`config.mk`:
```
export PLATFORM = sky130hd
export DESIGN_NAME = video_timing_gen
export DESIGN_NICKNAME = d
export VERILOG_FILES = /design/src/rtl/video_timing_pkg.sv /design/src/rtl/pipe_delay.sv /design/src/rtl/video_timing_gen.sv
export SDC_FILE = /design/constraint.sdc
export NUM_CORES = 1
export LEC_CHECK = 0
export BUFFER_PORTS_ARGS = -buffer_cell sky130_fd_sc_hd__buf_2
export CAP_MARGIN = 20
export CORE_MARGIN = 2
export CORE_UTILIZATION = 46
export CTS_CLUSTER_SIZE = 16
export DETAILED_ROUTE_END_ITERATION = 8
export PLACE_DENSITY_LB_ADDON = 0.3
export RECOVER_POWER = 100
export SLEW_MARGIN = 20
export SYNTH_ARGS = -nofsm -noshare
export SYNTH_HDL_FRONTEND = slang
export SYNTH_SLANG_ARGS = --single-unit
```
`constraint.sdc`:
```
create_clock -name clk -period 1.9 [get_ports clk]
set_input_delay 0.095 -clock clk [delete_from_list [all_inputs] [get_ports clk]]
set_output_delay 0.095 -clock clk [all_outputs]
set_load 0.05 [all_outputs]
```
`src/rtl/video_timing_pkg.sv`:
```
// Mode constant sets, sync polarity levels and the bundle of per-pixel timing flags
// shared by the raster timing generator and its users.
package video_timing_pkg;

    localparam logic SYNC_ACTIVE_LOW  = 1'b0;
    localparam logic SYNC_ACTIVE_HIGH = 1'b1;

    typedef struct packed {
        int unsigned h_active;
        int unsigned h_fp;
        int unsigned h_sync;
        int unsigned h_bp;
        int unsigned v_active;
        int unsigned v_fp;
        int unsigned v_sync;
        int unsigned v_bp;
        logic        h_pol;
        logic        v_pol;
    } mode_t;

    localparam mode_t VGA_640x480 = '{
        h_active: 32'd640,  h_fp: 32'd16,  h_sync: 32'd96, h_bp: 32'd48,
        v_active: 32'd480,  v_fp: 32'd10,  v_sync: 32'd2,  v_bp: 32'd33,
        h_pol: SYNC_ACTIVE_LOW, v_pol: SYNC_ACTIVE_LOW
    };

    localparam mode_t HD_1280x720 = '{
        h_active: 32'd1280, h_fp: 32'd110, h_sync: 32'd40, h_bp: 32'd220,
        v_active: 32'd720,  v_fp: 32'd5,   v_sync: 32'd5,  v_bp: 32'd20,
        h_pol: SYNC_ACTIVE_HIGH, v_pol: SYNC_ACTIVE_HIGH
    };

    // Sync levels here are already at output polarity, not "asserted" flags.
    typedef struct packed {
        logic de;
        logic hs;
        logic vs;
        logic ls;
        logic fs;
    } sync_bus_t;

    localparam int unsigned SYNC_BUS_W = $bits(sync_bus_t);

    function automatic sync_bus_t sync_idle(input logic h_pol, input logic v_pol);
        sync_bus_t b;
        b.de = 1'b0;
        b.hs = ~h_pol;
        b.vs = ~v_pol;
        b.ls = 1'b0;
        b.fs = 1'b0;
        return b;
    endfunction

endpackage

```
`src/rtl/pipe_delay.sv`:
```
// Clock-enabled shift register of DEPTH stages with a reset value per stage;
// DEPTH=0 degenerates to a wire.
module pipe_delay #(
    parameter int unsigned      WIDTH     = 1,
    parameter int unsigned      DEPTH     = 1,
    parameter logic [WIDTH-1:0] RESET_VAL = '0
) (
    input  logic             clk,
    input  logic             rst,
    input  logic             en,
    input  logic [WIDTH-1:0] d,
    output logic [WIDTH-1:0] q
);

    if (DEPTH == 0) begin : g_wire
        logic unused_ctrl_s;
        assign unused_ctrl_s = clk ^ rst ^ en;
        assign q = d;
    end else begin : g_regs
        logic [WIDTH-1:0] stage_r [DEPTH];

        // Shift chain; every stage holds while en is low
        always_ff @(posedge clk) begin
            if (rst) begin
                for (int unsigned i = 0; i < DEPTH; i++) begin
                    stage_r[i] <= RESET_VAL;
                end
            end else if (en) begin
                stage_r[0] <= d;
                for (int unsigned i = 1; i < DEPTH; i++) begin
                    stage_r[i] <= stage_r[i-1];
                end
            end
        end

        assign q = stage_r[DEPTH-1];
    end

endmodule

```
`src/rtl/video_timing_gen.sv`:
```
// Parametrised raster timing generator: x/y counters, registered decode of
// DE/sync/strobes, and a delay line to match the downstream pixel pipeline.
module video_timing_gen
    import video_timing_pkg::*;
#(
    parameter int unsigned H_ACTIVE = VGA_640x480.h_active,
    parameter int unsigned H_FP     = VGA_640x480.h_fp,
    parameter int unsigned H_SYNC   = VGA_640x480.h_sync,
    parameter int unsigned H_BP     = VGA_640x480.h_bp,
    parameter int unsigned V_ACTIVE = VGA_640x480.v_active,
    parameter int unsigned V_FP     = VGA_640x480.v_fp,
    parameter int unsigned V_SYNC   = VGA_640x480.v_sync,
    parameter int unsigned V_BP     = VGA_640x480.v_bp,
    parameter logic        H_POL    = VGA_640x480.h_pol,
    parameter logic        V_POL    = VGA_640x480.v_pol,
    parameter int unsigned DELAY    = 0,
    localparam int unsigned H_TOTAL = H_ACTIVE + H_FP + H_SYNC + H_BP,
    localparam int unsigned V_TOTAL = V_ACTIVE + V_FP + V_SYNC + V_BP,
    localparam int unsigned XW      = $clog2(H_TOTAL),
    localparam int unsigned YW      = $clog2(V_TOTAL)
) (
    input  logic          clk,
    input  logic          rst,
    input  logic          en,
    output logic [XW-1:0] x,
    output logic [YW-1:0] y,
    output logic          de,
    output logic          hsync,
    output logic          vsync,
    output logic          line_start,
    output logic          frame_start
);

    if ((H_ACTIVE == 0) || (H_FP == 0) || (H_SYNC == 0) || (H_BP == 0) ||
        (V_ACTIVE == 0) || (V_FP == 0) || (V_SYNC == 0) || (V_BP == 0) ||
        (DELAY > 15)) begin : g_param_err
        $error("video_timing_gen: zero porch/sync/active parameter or DELAY > 15");
    end

    localparam sync_bus_t IDLE = sync_idle(H_POL, V_POL);

    logic [XW-1:0] x_r;
    logic [YW-1:0] y_r;
    logic          x_wrap_s;
    logic          y_wrap_s;
    sync_bus_t     raw_s;
    sync_bus_t     raw_r;
    sync_bus_t     out_s;

    assign x_wrap_s = (x_r == XW'(H_TOTAL - 1));
    assign y_wrap_s = (y_r == YW'(V_TOTAL - 1));

    // Raster counters: y advances only when x wraps
    always_ff @(posedge clk) begin
        if (rst) begin
            x_r <= '0;
            y_r <= '0;
        end else if (en) begin
            if (x_wrap_s) begin
                x_r <= '0;
                y_r <= y_wrap_s ? '0 : (y_r + YW'(1));
            end else begin
                x_r <= x_r + XW'(1);
            end
        end
    end

    // Decode of the current coordinate; vsync depends on y only, so it moves at line start
    always_comb begin
        raw_s    = IDLE;
        raw_s.de = (x_r < XW'(H_ACTIVE)) && (y_r < YW'(V_ACTIVE));
        raw_s.hs = ((x_r >= XW'(H_ACTIVE + H_FP)) && (x_r < XW'(H_ACTIVE + H_FP + H_SYNC)))
                   ? H_POL : ~H_POL;
        raw_s.vs = ((y_r >= YW'(V_ACTIVE + V_FP)) && (y_r < YW'(V_ACTIVE + V_FP + V_SYNC)))
                   ? V_POL : ~V_POL;
        raw_s.ls = (x_r == '0);
        raw_s.fs = (x_r == '0) && (y_r == '0);
    end

    // Raw decode stage, one enabled cycle behind the counters
    always_ff @(posedge clk) begin
        if (rst) begin
            raw_r <= IDLE;
        end else if (en) begin
            raw_r <= raw_s;
        end
    end

    pipe_delay #(
        .WIDTH     (SYNC_BUS_W),
        .DEPTH     (DELAY),
        .RESET_VAL (IDLE)
    ) u_pipe_delay (
        .clk (clk),
        .rst (rst),
        .en  (en),
        .d   (raw_r),
        .q   (out_s)
    );

    assign x           = x_r;
    assign y           = y_r;
    assign de          = out_s.de;
    assign hsync       = out_s.hs;
    assign vsync       = out_s.vs;
    assign line_start  = out_s.ls;
    assign frame_start = out_s.fs;

endmodule

```
* Word level (Yosys, flattened, before mapping)
Cells that the tools add are included.
** Word-level totals
- Register bits after elaboration :: 25
- Input bits :: 3
- Output and inout port bits :: 25
- Logic and storage cells :: 28
** Operators by class
- Add/sub/neg operators :: 2
- $lt $le $gt $ge :: 6
- Equal/unequal tests :: 2
- Multiplexer cells :: 4
- Reduce and logical (&&, ||, !) cells :: 7
** Operators with widths (number)
- $add A10 B1 Y10 const B :: 2
- $eq A10 B10 Y1 const B :: 2
- $logic_not A10 Y1 :: 2
- $lt A10 B10 Y1 const B :: 2
- $lt A10 B9 Y1 const B :: 2
- $mux W10 :: 2
- $ge A10 B10 Y1 const B :: 1
- $ge A10 B9 Y1 const B :: 1
- $logic_and A1 B1 Y1 :: 4
- $mux W1 :: 2
- $reduce_and A2 Y1 :: 1

* Depth between registers and ports, before layout
- Depth in word-level cells :: 3
- Mapped depth :: 6
- Depth with buffers taken out :: 6

* By module
Synthesis repeated with hierarchy kept, for this count alone.
** Unflattened totals
- Cell total of the unflattened synthesis :: 152
- Area, all modules :: 1376.3 um2
** By module, submodules not included
- video_timing_gen :: times used 1, cells each 147, area each 1338.8 um2, sequential area each 500.5 um2
- pipe_delay :: times used 1, cells each 5, area each 37.5 um2, sequential area each 0.0 um2

* Worst setup path after synthesis
OpenSTA, ideal clock, no wires.
- Path kind :: flip-flop to flip-flop
- Start point :: register x_r[1], in the netlist x[1]
- End point :: register y_r[9], in the netlist y[9]
- Setup time :: 0.131 ns
- Data arrival time :: 1.891 ns
- Required time :: 1.769 ns
- Setup slack :: -0.122 ns
- Cell stages (with the launch flop) :: 6
- Buffers on the path :: 0
- Period minus slack after synthesis :: 2.022 ns
- Path through :: dfxtp_1 > ha_1 > nand4_4 > nor4_4 > mux2i_1 > nor4_2
** Between the ends
- Cells in the longest elaborated chain, start to end :: 2
** RTL lines
- from (decl) :: line video_timing_gen.sv:42 : logic [XW-1:0] x_r;
- from (signal assigned) :: line video_timing_gen.sv:63 : x_r <= x_r + XW'(1);
- $eq A10 B10 Y1 :: line video_timing_gen.sv:50 : assign x_wrap_s = (x_r == XW'(H_TOTAL - 1));
- $reduce_and A2 Y1 (no source line)
- to (signal assigned) :: line video_timing_gen.sv:61 : y_r <= y_wrap_s ? '0 : (y_r + YW'(1));
- to (decl) :: line video_timing_gen.sv:43 : logic [YW-1:0] y_r;
Every way passes these cells.
A chain may end at the register's enable or synchronous reset.

* Worst setup path after layout
- Start point :: register x_r[0], in the netlist x[0]
- End point :: register y_r[2], in the netlist y[2]
The elaborated chain is that of the path after synthesis.

==> results by group <==
Power and ir drop
  • PwrDens: 582.1 nW/um^2
  • Leak: 0.5329 nW
  • VDD IR-drop max: 421.8 uV

Global route
  • Overall routing resource usage: 20.07%
  • Largest net degree at the start of global routing: 19
  • First-pass GRT wire length: 5237 um
  • Vias in the first global route: 1133
  • Initial antenna violation count: 0
  • Grt total ovfl: 0

STA
  • PnR worst setup slack: 148.6 ps
  • Final Setup Violations: 0
  • Fmax: 571.0 MHz
  • Endpoints failing hold: 0
  • Slew @ Worst Pin: a little over 600 ps
  • Worst Skew: 6.126 ps
  • Pins Over Slew Limit: 0
  • Fin crit period: 1751 ps
  • Fraction of the cycle the final worst path needs: about 90%
  • RSZ-0062 raised after global routing: no
  • Setup tns final: 0 ps
  • Max-slew headroom: 59.92%

Setup path
  • Critical Path AT: 1980 ps
  • Crit-path max FO: 7
  • WS Path Type: register to register
  • Reg2Reg Depth: 5
  • R2R Path End: y[2]
  • Worst EP required: 2120 ps
  • Crit start category: register
  • R2R Setup Slk: 150 ps
  • R2R Path Start: x[0]
  • Setup crit end kind: register

Synth
  • Main synth FF type: dfxtp_1
  • Seq/Total Area, Yosys: 37.38%
  • Mapped cell area: 1339 sq um
  • Ys async rst share: 0%
  • Syn_nets: 154
  • Unique cell type count in the Yosys netlist: 36
  • Mapped Avg Cell Area: 9.107 sq um
  • Synthesized flop and latch total: 25
  • Cells after Synth: 147
  • Yosys warning count: 0
  • EDFF count, synth: 0

Min path
  • WHS Path Cells: 2
  • Worst Hold End: x[2]
  • HP Start: rst
  • Hold Crit Class: input pin to register

Die
  • Die Area: between 3000 and 4000 sq um
  • Starting Density: 48.55%
  • Die W: 57.95 um
  • Core box area: 2758 sq um
  • I/O pin count: 28
  • Die height: 57.95 um
  • Row count: 19

Routing
  • Initial DRC count: between 40 and 50
  • DR vias: 1205
  • Highest metal used: met4
  • Routed wire length per instance: 15.22 um
  • Vias/cell: about 5.8
  • Wire length on met3: roughly 170 um
  • Antenna viol nets, final: 0
  • Met1 wire length: 1519 um
  • First drt pass iteration count: 4
  • # DRC: 0
  • Total Wirelength: 3136 um
  • Metal2 WL: 1388 um

Placement
  • Dpl hpwl: about 2300 um
  • Dpl ws: approximately 200 ps
  • IO Port Bufs: 27
  • Routability cong.: 0.8223

Outcome
  • Status: finished clean

Cells and area
  • Fin nets: 183
  • Area growth, synth to finish: 10.93%
  • Number of inserted diodes: 0
  • Share of cells above drive strength 1: 9.714%

Clocking
  • CTS Root Cell: clkbuf_4
  • H-tree lvl count: 1
  • Reg clk slew, reported paths: 140 ps
  • Post-CTS sizing: 0
  • CTS Hold Bufs: 0
  • Clock Path Buffers: 2
  • Clock sinks: 25
  • Post-CTS setup buffer count: 0
  • Clk Latency, worst-skew pair: 320 ps
  • CTS tree: built
  • CTS buffer count: 3

Run
  • Max cap viols: 0
==> kinds of logic (layout without fill, tap and decap cells) <==
family | count (synthesis) | in the layout | share of synthesized area [%]
mux | 3 | 3 | 2.243
flops | 25 | 25 | 37.38
xor+xnor | 13 | 13 | 8.505
buf+inv | 14 | 42 | 4.205
compound gates | 14 | 14 | 7.197
fa+ha+maj | 4 | 4 | 3.738
simple gates | 74 | 74 | 36.73
==> how the worst max path moves through the flow <==
stage | start | endpoint | slack [ps] | depth (start not counted)
6_report | x[0] | y[2] | 150 | 5
5_1_grt | x[0] | y[2] | 50 | 5
4_1_cts | x[0] | y[9] | 170 | 5
3_5_place_dp | x[0] | y[9] | 200 | 5
3_3_place_gp | x[0] | y[9] | 240 | 5
2_1_floorplan | x[4] | y[9] | 10 | 5
==> metrics by stage <==
step / utilization (%) / total power, mW / cell area, sq um / hold slack, ps / instances
2_1_floorplan: - / 0.6149 / 1343 / 269.3 / 147
3_3_place_gp: 54.99 / 0.6337 / 1516 / 456.0 / 202
6_report: 53.86 / 0.8645 / 1485 / 147.0 / 206
4_1_cts: 55.94 / 0.8674 / 1543 / 144.3 / 206
3_5_place_dp: 54.99 / 0.6352 / 1516 / 459.2 / 202
5_1_grt: 53.86 / 0.9016 / 1485 / 137.5 / 206
==> cells in the final DEF (no fill, tap or decap), drive strengths merged <==
cell     Yosys  routed
clkbuf       5      31
dfxtp       25      25
nor2        13      13
nand3       12      12
nor3        10      10
nor4         8       8
inv          7       7
xnor2        7       7
nand2        7       7
a21oi        7       7
xor2         6       6
and4         5       5
nand2b       4       4
ha           4       4
nand4        4       4
buf          2       4
mux2i        3       3
and3         2       2
o311ai       2       2
nand4bb      2       2
nor4b        2       2
o21ai        2       2
or2          1       1
nand4b       1       1
or3          1       1
nor2b        1       1
o21a         1       1
o41ai        1       1
o22ai        1       1
and2         1       1
==> worst max-delay path, cell delays in order, from the launching register on <==
cell and delay (ps):
dfxtp_2 390, ha_1 270, nand4_4 190, or3_1 500, o21ai_4 220, nor2_1 70
==> power breakdown <==
part / total (mW) / leakage, nW / switching (mW) / internal [mW]
sequential: 0.541 / 0.204 / 0.00719 / 0.534
combinational: 0.0804 / 0.314 / 0.0615 / 0.0189
clock: 0.243 / 0.0150 / 0.160 / 0.0823
total: 0.864 / 0.533 / 0.229 / 0.635
==> metal layers <==
layer	GRT usage [%]	vias up
met5	0	-
met4	8.638	0
met3	3.125	7
met2	31.17	44
met1	27.73	564
li1	-	590
==> registers in the layout (all words and copies together), names as in the netlist <==
| name | cells |
|---|---|
| x | 10 |
| y | 10 |
| raw_r | 5 |
==> area by class of cell <==
type | instances | area (sq um)
fill | 281 | 1272
inverter | 7 | 26.28
sequential | 25 | 504.2
multi-input combinational | 108 | 763.2
clock buffer | 4 | 26.28
timing repair buffer | 31 | 126.4
tap | 31 | 38.79
==> synth_stat cells, types with 2 or more instances <==
library cell | count | area share, %
nand2b_1 | 4 | 1.9
nor3_1 | 9 | 3.4
and4_1 | 5 | 3.3
nand2_1 | 7 | 2.0
inv_1 | 7 | 2.0
and3_1 | 2 | 0.93
ha_1 | 4 | 3.7
nor4_1 | 5 | 2.3
xnor2_1 | 7 | 4.6
nor4_4 | 2 | 3.2
buf_2 | 2 | 0.75
nand3_1 | 12 | 4.5
nor4b_1 | 2 | 1.3
xor2_1 | 6 | 3.9
o311ai_0 | 2 | 1.3
nand4bb_1 | 2 | 1.7
nor2_1 | 13 | 3.6
nand4_1 | 3 | 1.4
clkbuf_1 | 4 | 1.1
a21oi_1 | 7 | 2.6
dfxtp_1 | 25 | 37
mux2i_1 | 3 | 2.2
(Power assumes the default switching activity.)
